File: src/rtl/mem_access_unit.sv
// Memory stage: issues cache requests, stalls the pipeline on misses and registers MEM/WB results.
// Optional build macro MEM_STALL_CNT_EN adds a saturating stall_cycles counter output.
module mem_access_unit (
  input  logic        CLK,
  input  logic        nRST,
  input  logic        dREN_in,
  input  logic        dWEN_in,
  input  logic        RegWr_in,
  input  logic        jal_in,
  input  logic        halt_in,
  input  logic [4:0]  wsel_in,
  input  logic [31:0] alu_in,
  input  logic [31:0] store_in,
  input  logic [31:0] pcplusfour_in,
  input  logic        dhit,
  input  logic [31:0] dmemload,
  output logic        dmemREN,
  output logic        dmemWEN,
  output logic [31:0] dmemaddr,
  output logic [31:0] dmemstore,
  output logic        mem_stall,
`ifdef MEM_STALL_CNT_EN
  output logic [31:0] stall_cycles,
`endif
  output logic        RegWr_out,
  output logic [4:0]  wsel_out,
  output logic [31:0] wdat_out,
  output logic        halt_out
);

  typedef enum logic [1:0] {IDLE, ACCESS, HALTED} state_t;

  state_t      state_q, state_d;
  logic        buf_wen_q, buf_wen_d;
  logic        buf_regwr_q, buf_regwr_d;
  logic        buf_halt_q, buf_halt_d;
  logic [4:0]  buf_wsel_q, buf_wsel_d;
  logic [31:0] buf_addr_q, buf_addr_d;
  logic [31:0] buf_store_q, buf_store_d;
  logic        regwr_out_q, regwr_out_d;
  logic [4:0]  wsel_out_q, wsel_out_d;
  logic [31:0] wdat_out_q, wdat_out_d;
  logic        halt_out_q, halt_out_d;
  logic        memop;

  assign memop = dREN_in | dWEN_in;

  always_comb begin
    state_d     = state_q;
    buf_wen_d   = buf_wen_q;
    buf_regwr_d = buf_regwr_q;
    buf_halt_d  = buf_halt_q;
    buf_wsel_d  = buf_wsel_q;
    buf_addr_d  = buf_addr_q;
    buf_store_d = buf_store_q;
    regwr_out_d = 1'b0;
    wsel_out_d  = wsel_out_q;
    wdat_out_d  = wdat_out_q;
    halt_out_d  = halt_out_q;
    dmemREN     = 1'b0;
    dmemWEN     = 1'b0;
    dmemaddr    = '0;
    dmemstore   = '0;
    mem_stall   = 1'b0;

    case (state_q)
      IDLE: begin
        // A simultaneous read and write request is treated as a store.
        dmemWEN   = dWEN_in;
        dmemREN   = dREN_in & ~dWEN_in;
        dmemaddr  = alu_in;
        dmemstore = store_in;
        if (memop) begin
          buf_wen_d   = dWEN_in;
          buf_regwr_d = RegWr_in;
          buf_halt_d  = halt_in;
          buf_wsel_d  = wsel_in;
          buf_addr_d  = alu_in;
          buf_store_d = store_in;
          if (dhit) begin
            regwr_out_d = RegWr_in & ~dWEN_in;
            if (!dWEN_in) begin
              wsel_out_d = wsel_in;
              wdat_out_d = dmemload;
            end
            if (halt_in) begin
              halt_out_d = 1'b1;
              state_d    = HALTED;
            end
          end else begin
            mem_stall = 1'b1;
            state_d   = ACCESS;
          end
        end else begin
          regwr_out_d = RegWr_in;
          wsel_out_d  = wsel_in;
          wdat_out_d  = jal_in ? pcplusfour_in : alu_in;
          if (halt_in) begin
            halt_out_d = 1'b1;
            state_d    = HALTED;
          end
        end
      end

      ACCESS: begin
        // Upstream inputs are ignored here; the buffered request is replayed until acknowledged.
        dmemWEN   = buf_wen_q;
        dmemREN   = ~buf_wen_q;
        dmemaddr  = buf_addr_q;
        dmemstore = buf_store_q;
        mem_stall = ~dhit;
        if (dhit) begin
          regwr_out_d = buf_regwr_q & ~buf_wen_q;
          if (!buf_wen_q) begin
            wsel_out_d = buf_wsel_q;
            wdat_out_d = dmemload;
          end
          if (buf_halt_q) begin
            halt_out_d = 1'b1;
            state_d    = HALTED;
          end else begin
            state_d = IDLE;
          end
        end
      end

      HALTED: begin
        halt_out_d = 1'b1;
      end

      default: state_d = IDLE;
    endcase
  end

  always_ff @(posedge CLK) begin
    if (!nRST) begin
      state_q     <= IDLE;
      buf_wen_q   <= 1'b0;
      buf_regwr_q <= 1'b0;
      buf_halt_q  <= 1'b0;
      buf_wsel_q  <= '0;
      buf_addr_q  <= '0;
      buf_store_q <= '0;
      regwr_out_q <= 1'b0;
      wsel_out_q  <= '0;
      wdat_out_q  <= '0;
      halt_out_q  <= 1'b0;
    end else begin
      state_q     <= state_d;
      buf_wen_q   <= buf_wen_d;
      buf_regwr_q <= buf_regwr_d;
      buf_halt_q  <= buf_halt_d;
      buf_wsel_q  <= buf_wsel_d;
      buf_addr_q  <= buf_addr_d;
      buf_store_q <= buf_store_d;
      regwr_out_q <= regwr_out_d;
      wsel_out_q  <= wsel_out_d;
      wdat_out_q  <= wdat_out_d;
      halt_out_q  <= halt_out_d;
    end
  end

  assign RegWr_out = regwr_out_q;
  assign wsel_out  = wsel_out_q;
  assign wdat_out  = wdat_out_q;
  assign halt_out  = halt_out_q;

`ifdef MEM_STALL_CNT_EN
  logic [31:0] stall_cycles_q, stall_cycles_d;

  always_comb begin
    stall_cycles_d = stall_cycles_q;
    if (mem_stall && (stall_cycles_q != 32'hFFFF_FFFF)) begin
      stall_cycles_d = stall_cycles_q + 32'd1;
    end
  end

  always_ff @(posedge CLK) begin
    if (!nRST) begin
      stall_cycles_q <= '0;
    end else begin
      stall_cycles_q <= stall_cycles_d;
    end
  end

  assign stall_cycles = stall_cycles_q;
`endif

endmodule

File: config.mk
export PLATFORM = sky130hd
export DESIGN_NAME = mem_access_unit
export DESIGN_NICKNAME = d
export VERILOG_FILES = /design/src/rtl/mem_access_unit.sv
export SDC_FILE = /design/constraint.sdc
export NUM_CORES = 1
export LEC_CHECK = 0
export ABC_CLOCK_PERIOD_IN_PS = 4800
export BUFFER_PORTS_ARGS = -buffer_cell sky130_fd_sc_hd__buf_2
export CORE_UTILIZATION = 40
export DETAILED_ROUTE_END_ITERATION = 12
export GPL_TIMING_DRIVEN = 0
export PLACE_DENSITY_LB_ADDON = 0.15
export SLEW_MARGIN = 30
export SYNTH_ARGS = -nofsm -noshare
export SYNTH_HDL_FRONTEND = slang
export SYNTH_SLANG_ARGS = --single-unit
File: constraint.sdc
create_clock -name CLK -period 4.8 [get_ports CLK]
set_clock_uncertainty 0.05 [all_clocks]
set_input_delay 0.48 -clock CLK [delete_from_list [all_inputs] [get_ports CLK]]
set_output_delay 0.48 -clock CLK [all_outputs]
set_load 0.01 [all_outputs]
==> results_dict.tcl, run 1 <==
set metrics [dict create \
    leakagePower_nw 3.49 \
    critPathLaunchType "flop" \
    vias 5842 \
    cts_hold_buf 0 \
    io_buffers 243 \
    ios 247 \
    die_area_um2 14600 \
    synth_top_family_by_area "compound AO/OA/AOI/OAI gates" \
    hold_viol 0 \
    drt_iter0_drc 313 \
    vias_per_cell 5.17 \
    clock-root-buffer "clkbuf_16" \
    synth_seq_area_share 0.399 \
    rr_startpoint "state_q[1]" \
    synthMuxAreaShare 0.136 \
    drc 0 \
    stdcell_count 1130 \
    synthAdderAreaFrac 0.00884 \
    status "completed" \
    timing.rr.end "wdat_out[25]" \
    fin_crit_sh 0.615 \
    drv_cap 0 \
    synth_compound_area_frac 0.259 \
    netlist_instances 675 \
    fmax_mhz 339 \
    fillCellCount 1354 \
    path_cells "inv_1 > ha_1 > buf_2 > buf_2 > clkbuf_1 > a22o_1 > buf_2" \
    synthSimpleGateAreaFrac 0.139 \
    crit_path_frequent_cell "buf_2" \
    initial_utilization 0.410 \
    postCtsSetupBuffers 0 \
    syn_nets 820 \
    worst-r2r-cell-count 8 \
    placementRows 43 \
    die_h_um 121 \
    cp.depth 7 \
    synth_seq_cells 113 \
    synthDistinctLibCells 37 \
    end_kind "output port" \
    cts_max_level 4 \
    grt_max_degree 17 \
    clock_path_buffers 2 \
    post-dp-hpwl_mm 13.1 \
    wl_mm 17.8 \
    synth_warnings 0 \
    synth_edf_count 0 \
    r2r_slack_ns 2.66 \
    drtAntennaViolNets 0 \
    worst-path-buf-inv 5 \
    hp-class "primary input to flop" \
    layout-drive-gt1-share 0.384 \
    hold_ws_ns 0.267 \
    syn_to_final_growth_pct 36.2 \
    track_usage 0.243 \
    cts_made_buffers 17 \
    fin_setup_tns_ns 0 \
    power_density_nw_per_um2 441 \
    crit_type "flop to output port" \
    period_minus_slack_ns 2.95 \
    ir_drop_uv 229 \
    worst_ep_required_time_ns 4.27 \
    critPathTopFamily "buffers and inverters" \
    critPathMaxFanout 10 \
    critPathArrivalTime_ns 2.42 \
    avgRoutedWirePerCell_um 15.8 \
    synth_area_per_cell_um2 8.39 \
    synth_area_um2 5660 \
    relSlewSlack 0.543 \
    grt_pass1_vias 5217 \
    gr-total-overflow 0 \
    rsz0062_at_grt "no" \
    cts_sinks 113 \
    first_pass_iters 4 \
    cts_tree "done" \
    final_nets 1082 \
    crit_slowest_cell "clkbuf_1" \
    die_w_um 121 \
    synth_ff_type "dfxtp_1" \
    tightest_slew_ns 0.685 \
    design.core.area_um2 13800 \
    setup.worst_path.end "dmemstore[31]" \
    dp.cells 1098 \
    crit_start "state_q[1]" \
    final_max_slew_viol_count 0 \
    finalSetupViolCount 0 \
    antenna_found_initial 2 \
    grt_pass1_wl_mm 27.3 \
    critical-path-max-stage-delay_ns 0.55 \
    ys_async_sr_fraction 0 \
    gp_congestion 0.821 \
    cts.clk_slew.worst_paths_ns 0.05 \
    synth-xor-area-share 0 \
    postCtsResizedCells 0 \
    clk_latency_ns 0.41 \
]
## cell type report
class / count / area [um^2] / share of cell area
Antenna cell: 1 / 2.50 / 0.000324
Inverter: 5 / 18.8 / 0.00243
Sequential cell: 113 / 2260 / 0.293
Timing Repair Buffer: 243 / 1220 / 0.158
Tap cell: 180 / 225 / 0.0292
Clock buffer: 19 / 443 / 0.0574
Multi-Input combinational cell: 491 / 3070 / 0.398
Buffer: 66 / 308 / 0.0399
Clock inverter: 12 / 165 / 0.0214
## synth_stat cells, types with 2 or more instances
master	count	area share
o21ai_0	32	0.028
o21a_1	3	0.0040
ha_1	4	0.0088
dfxtp_1	113	0.40
inv_1	4	0.0027
buf_6	3	0.0060
clkbuf_1	31	0.021
nor2b_1	3	0.0033
o311a_1	5	0.0088
buf_1	2	0.0013
mux2_2	52	0.10
a21oi_1	107	0.095
a22o_1	65	0.10
buf_2	24	0.021
nand2_1	144	0.095
clkbuf_2	6	0.0053
mux2_1	12	0.024
nor2_1	3	0.0020
nand3_1	32	0.028
mux2i_1	5	0.0088
o21ai_1	9	0.0080
## stage by stage
stage,power [mW],util,cell area [um^2],worst slack (ns)
floorplan,1.75,-,5660,2.78
global placement,2.12,0.514,7100,2.24
detailed placement,2.12,0.514,7100,2.22
CTS,3.43,0.558,7710,1.77
global route,3.58,0.558,7710,1.68
finish,3.41,0.558,7710,1.85
## layer usage
layer | vias up | routed length, um | GRT usage
met5 | - | 10 | 0
met4 | 2 | 282 | 0.0856
met3 | 26 | 1290 | 0.0714
met2 | 194 | 8250 | 0.377
met1 | 2699 | 8000 | 0.319
li1 | 2921 | - | -
## worst register-to-register path, stage by stage, from the launching register on
cell     delay (ns)
dfxtp_1        0.41
inv_1          0.09
ha_1           0.18
buf_2          0.17
nor3_4         0.36
buf_6          0.22
mux2_2         0.37
o21ai_1        0.08
a21oi_1        0.08
## kinds of logic after synthesis
group | Yosys count
AOI/OAI and AO/OA | 230
and+or+nand+nor | 188
DFF | 113
buffers and inverters | 71
muxes | 69
adders and majority gates | 4
## power breakdown
group	total (mW)	switching [mW]	internal [mW]
registers	1.12	0.0610	1.06
logic	0.980	0.569	0.411
clock network	1.31	0.435	0.871
total	3.41	1.07	2.34
## cells in the final DEF, fill, tap and decap left out, types with 9 or more instances in the layout
cell type	instances
o21ai_0	32
mux2_1	12
clkbuf_1	32
a21oi_1	107
buf_2	267
a22o_1	65
nand3_1	32
nand2_1	144
o21ai_1	9
mux2_2	52
clkbuf_16	17
dfxtp_1	113
## sequential cells by signal, indices dropped and copies added (netlist names)
signal and cells:
RegWr_out 1, buf_addr_q 32, buf_halt_q 1, buf_regwr_q 1, buf_store_q 32, buf_wen_q 1
buf_wsel_q 5, halt_out 1, state_q 2, wdat_out 32, wsel_out 5
## worst min path at each step
stage / slack [ns] / startpoint / end / depth (start not counted)
6_report: 0.27 / store_in[30] / buf_store_q[30] / 3
5_1_grt: 0.26 / store_in[4] / buf_store_q[4] / 3
4_1_cts: 0.25 / store_in[0] / buf_store_q[0] / 3
3_5_place_dp: 0.40 / buf_addr_q[2] / buf_addr_q[2] / 2
3_3_place_gp: 0.39 / buf_addr_q[8] / buf_addr_q[8] / 2
2_1_floorplan: 0.39 / buf_wsel_q[0] / buf_wsel_q[0] / 2
Power figures use the tool's default switching activity.
==> run 2, diff against run 1 <==
--- a/config.mk
+++ b/config.mk
@@ -5,7 +5,7 @@
 export SDC_FILE = /design/constraint.sdc
 export NUM_CORES = 1
 export LEC_CHECK = 0
-export ABC_CLOCK_PERIOD_IN_PS = 4800
+export ABC_CLOCK_PERIOD_IN_PS = 2540
 export BUFFER_PORTS_ARGS = -buffer_cell sky130_fd_sc_hd__buf_2
 export CORE_UTILIZATION = 40
 export DETAILED_ROUTE_END_ITERATION = 12
==> constraint.sdc (replaced) <==
create_clock -name CLK -period 2.54 [get_ports CLK]
set_clock_uncertainty 0.05 [all_clocks]
set_input_delay 0.254 -clock CLK [delete_from_list [all_inputs] [get_ports CLK]]
set_output_delay 0.254 -clock CLK [all_outputs]
set_load 0.01 [all_outputs]
==> results_dict.tcl, run 2 (synthesis gave the netlist of run 1 again) <==
set metrics [dict create \
    ios 247 \
    cts_max_level 4 \
    clk_latency_ns 0.41 \
    grt_max_degree 20 \
    pwr-share-clk 0.383 \
    fin_setup_tns_ns 0 \
    io_buffers 243 \
    p_sw_mw 2.01 \
    vias 5850 \
    hold_viol 0 \
    syn_to_final_growth_pct 36.5 \
    crit_type "flop to output port" \
    status "completed" \
    gp_congestion 0.821 \
    vias_per_cell 5.18 \
    drtAntennaViolNets 0 \
    tightest_slew_ns 0.614 \
    finalSetupViolCount 0 \
    fin_crit_sh 0.951 \
    hp-class "primary input to flop" \
    dp.cells 1098 \
    design.core.area_um2 13800 \
    ir_drop_uv 433 \
    worst_ep_required_time_ns 2.24 \
    cts_hold_buf 0 \
    initial_utilization 0.410 \
    avgRoutedWirePerCell_um 15.7 \
    grt_pass1_wl_mm 27.3 \
    clock-root-buffer "clkbuf_16" \
    final_common_cell "buf_2" \
    final_max_slew_viol_count 0 \
    first_pass_iters 4 \
    layout-drive-gt1-share 0.395 \
    internal_power_mw 4.43 \
    cts_made_buffers 17 \
    leakagePower_nw 3.52 \
    cts_sinks 113 \
    critPathLaunchType "flop" \
    clock_path_buffers 2 \
    relSlewSlack 0.590 \
    end_kind "output port" \
    die_area_um2 14600 \
    die_h_um 121 \
    drv_cap 0 \
    postCtsSetupBuffers 0 \
    post-dp-hpwl_mm 13.1 \
    final_cell_mix "buf_2, nand2_1, dfxtp_1" \
    wl_mm 17.8 \
    p_sw_frac 0.312 \
    placementRows 43 \
    drt_iter0_drc 301 \
    fmax_mhz 414 \
    total_power_mw 6.44 \
    drc 0 \
    cts_tree "done" \
    stdcell_count 1129 \
    critPathMaxFanout 10 \
    grt_pass1_vias 5221 \
    power_density_nw_per_um2 834 \
    rsz0062_at_grt "no" \
    track_usage 0.243 \
    cts.clk_slew.worst_paths_ns 0.05 \
    gr-total-overflow 0 \
    antenna_found_initial 2 \
    die_w_um 121 \
    final_area_um2 7730 \
    hold_ws_ns 0.0403 \
    power_frac_seq 0.328 \
    critPathArrivalTime_ns 2.11 \
    fillCellCount 1353 \
    pwr-share-comb 0.289 \
    period_minus_slack_ns 2.42 \
    final_nets 1081 \
    dpl-instance-area_um2 7100 \
]
[run 2: changes by cell type in the layout (fill, tap and decap cells not counted)]
cell	change
clkbuf_4	+2
buf_1	-2
clkbuf_1	-9
clkbuf_2	+8
[run 2: worst max-delay path, stage by stage (launching register included)]
cell and delay, ns:
dfxtp_1 0.41, inv_1 0.09, ha_1 0.18, buf_2 0.17, clkbuf_4 0.23, clkbuf_2 0.24, a22o_1 0.24, buf_2 0.14
[run 2: area by class of cell]
class	instances	area (um^2)	share of cell area
flip-flops and latches	113	2260	0.293
clock inverters	12	165	0.0214
diodes	1	2.50	0.000324
repair buffers	243	1220	0.157
plain buffers	65	322	0.0416
inverters	5	18.8	0.00243
well taps	180	225	0.0291
clock buffers	19	443	0.0573
multi-input cells	491	3070	0.398
[run 2: path summary, 6_finish.rpt]
kind / startpoint / endpoint / slack [ns] / cells past startpoint
worst max-delay path: state_q[1] / dmemaddr[20] / 0.12 / 7
worst min-delay path: store_in[30] / buf_store_q[30] / 0.04 / 3
worst min register to register: buf_store_q[13] / buf_store_q[13] / 0.40 / 2
worst max register to register: state_q[1] / wdat_out[25] / 0.41 / 8
[run 2: repair_timing]
action,in CTS,in global routing
endpoints found under the setup margin,41,31
hold endpoints to repair,0,0
gates resized for setup,7,9
pin swaps,0,0
[run 2: power groups by stage]
stage / clock (mW) / sequential, mW / combinational [mW]
3_5_place_dp: 0 / 2.15 / 1.86
4_1_cts: 2.50 / 2.11 / 1.87
3_3_place_gp: 0 / 2.15 / 1.85
6_report: 2.47 / 2.12 / 1.86
2_1_floorplan: 0 / 2.17 / 1.13
5_1_grt: 2.59 / 2.14 / 2.04
[run 2: routing by layer]
metal  global-route usage  share of wire  up-vias
met5                    0        0.00056        -
met4               0.0856          0.015        2
met3               0.0714          0.073       22
met2                0.377           0.46      191
met1                0.318           0.45     2712
li1                     -              -     2923
[run 2: metrics by stage]
stage | utilization | setup slack, ns
after detailed placement | 0.514 | 0.184
after CTS | 0.558 | 0.00193
final | 0.559 | 0.123
after global routing | 0.559 | 0.0157
after global placement | 0.514 | 0.204
after floorplan | - | 0.696
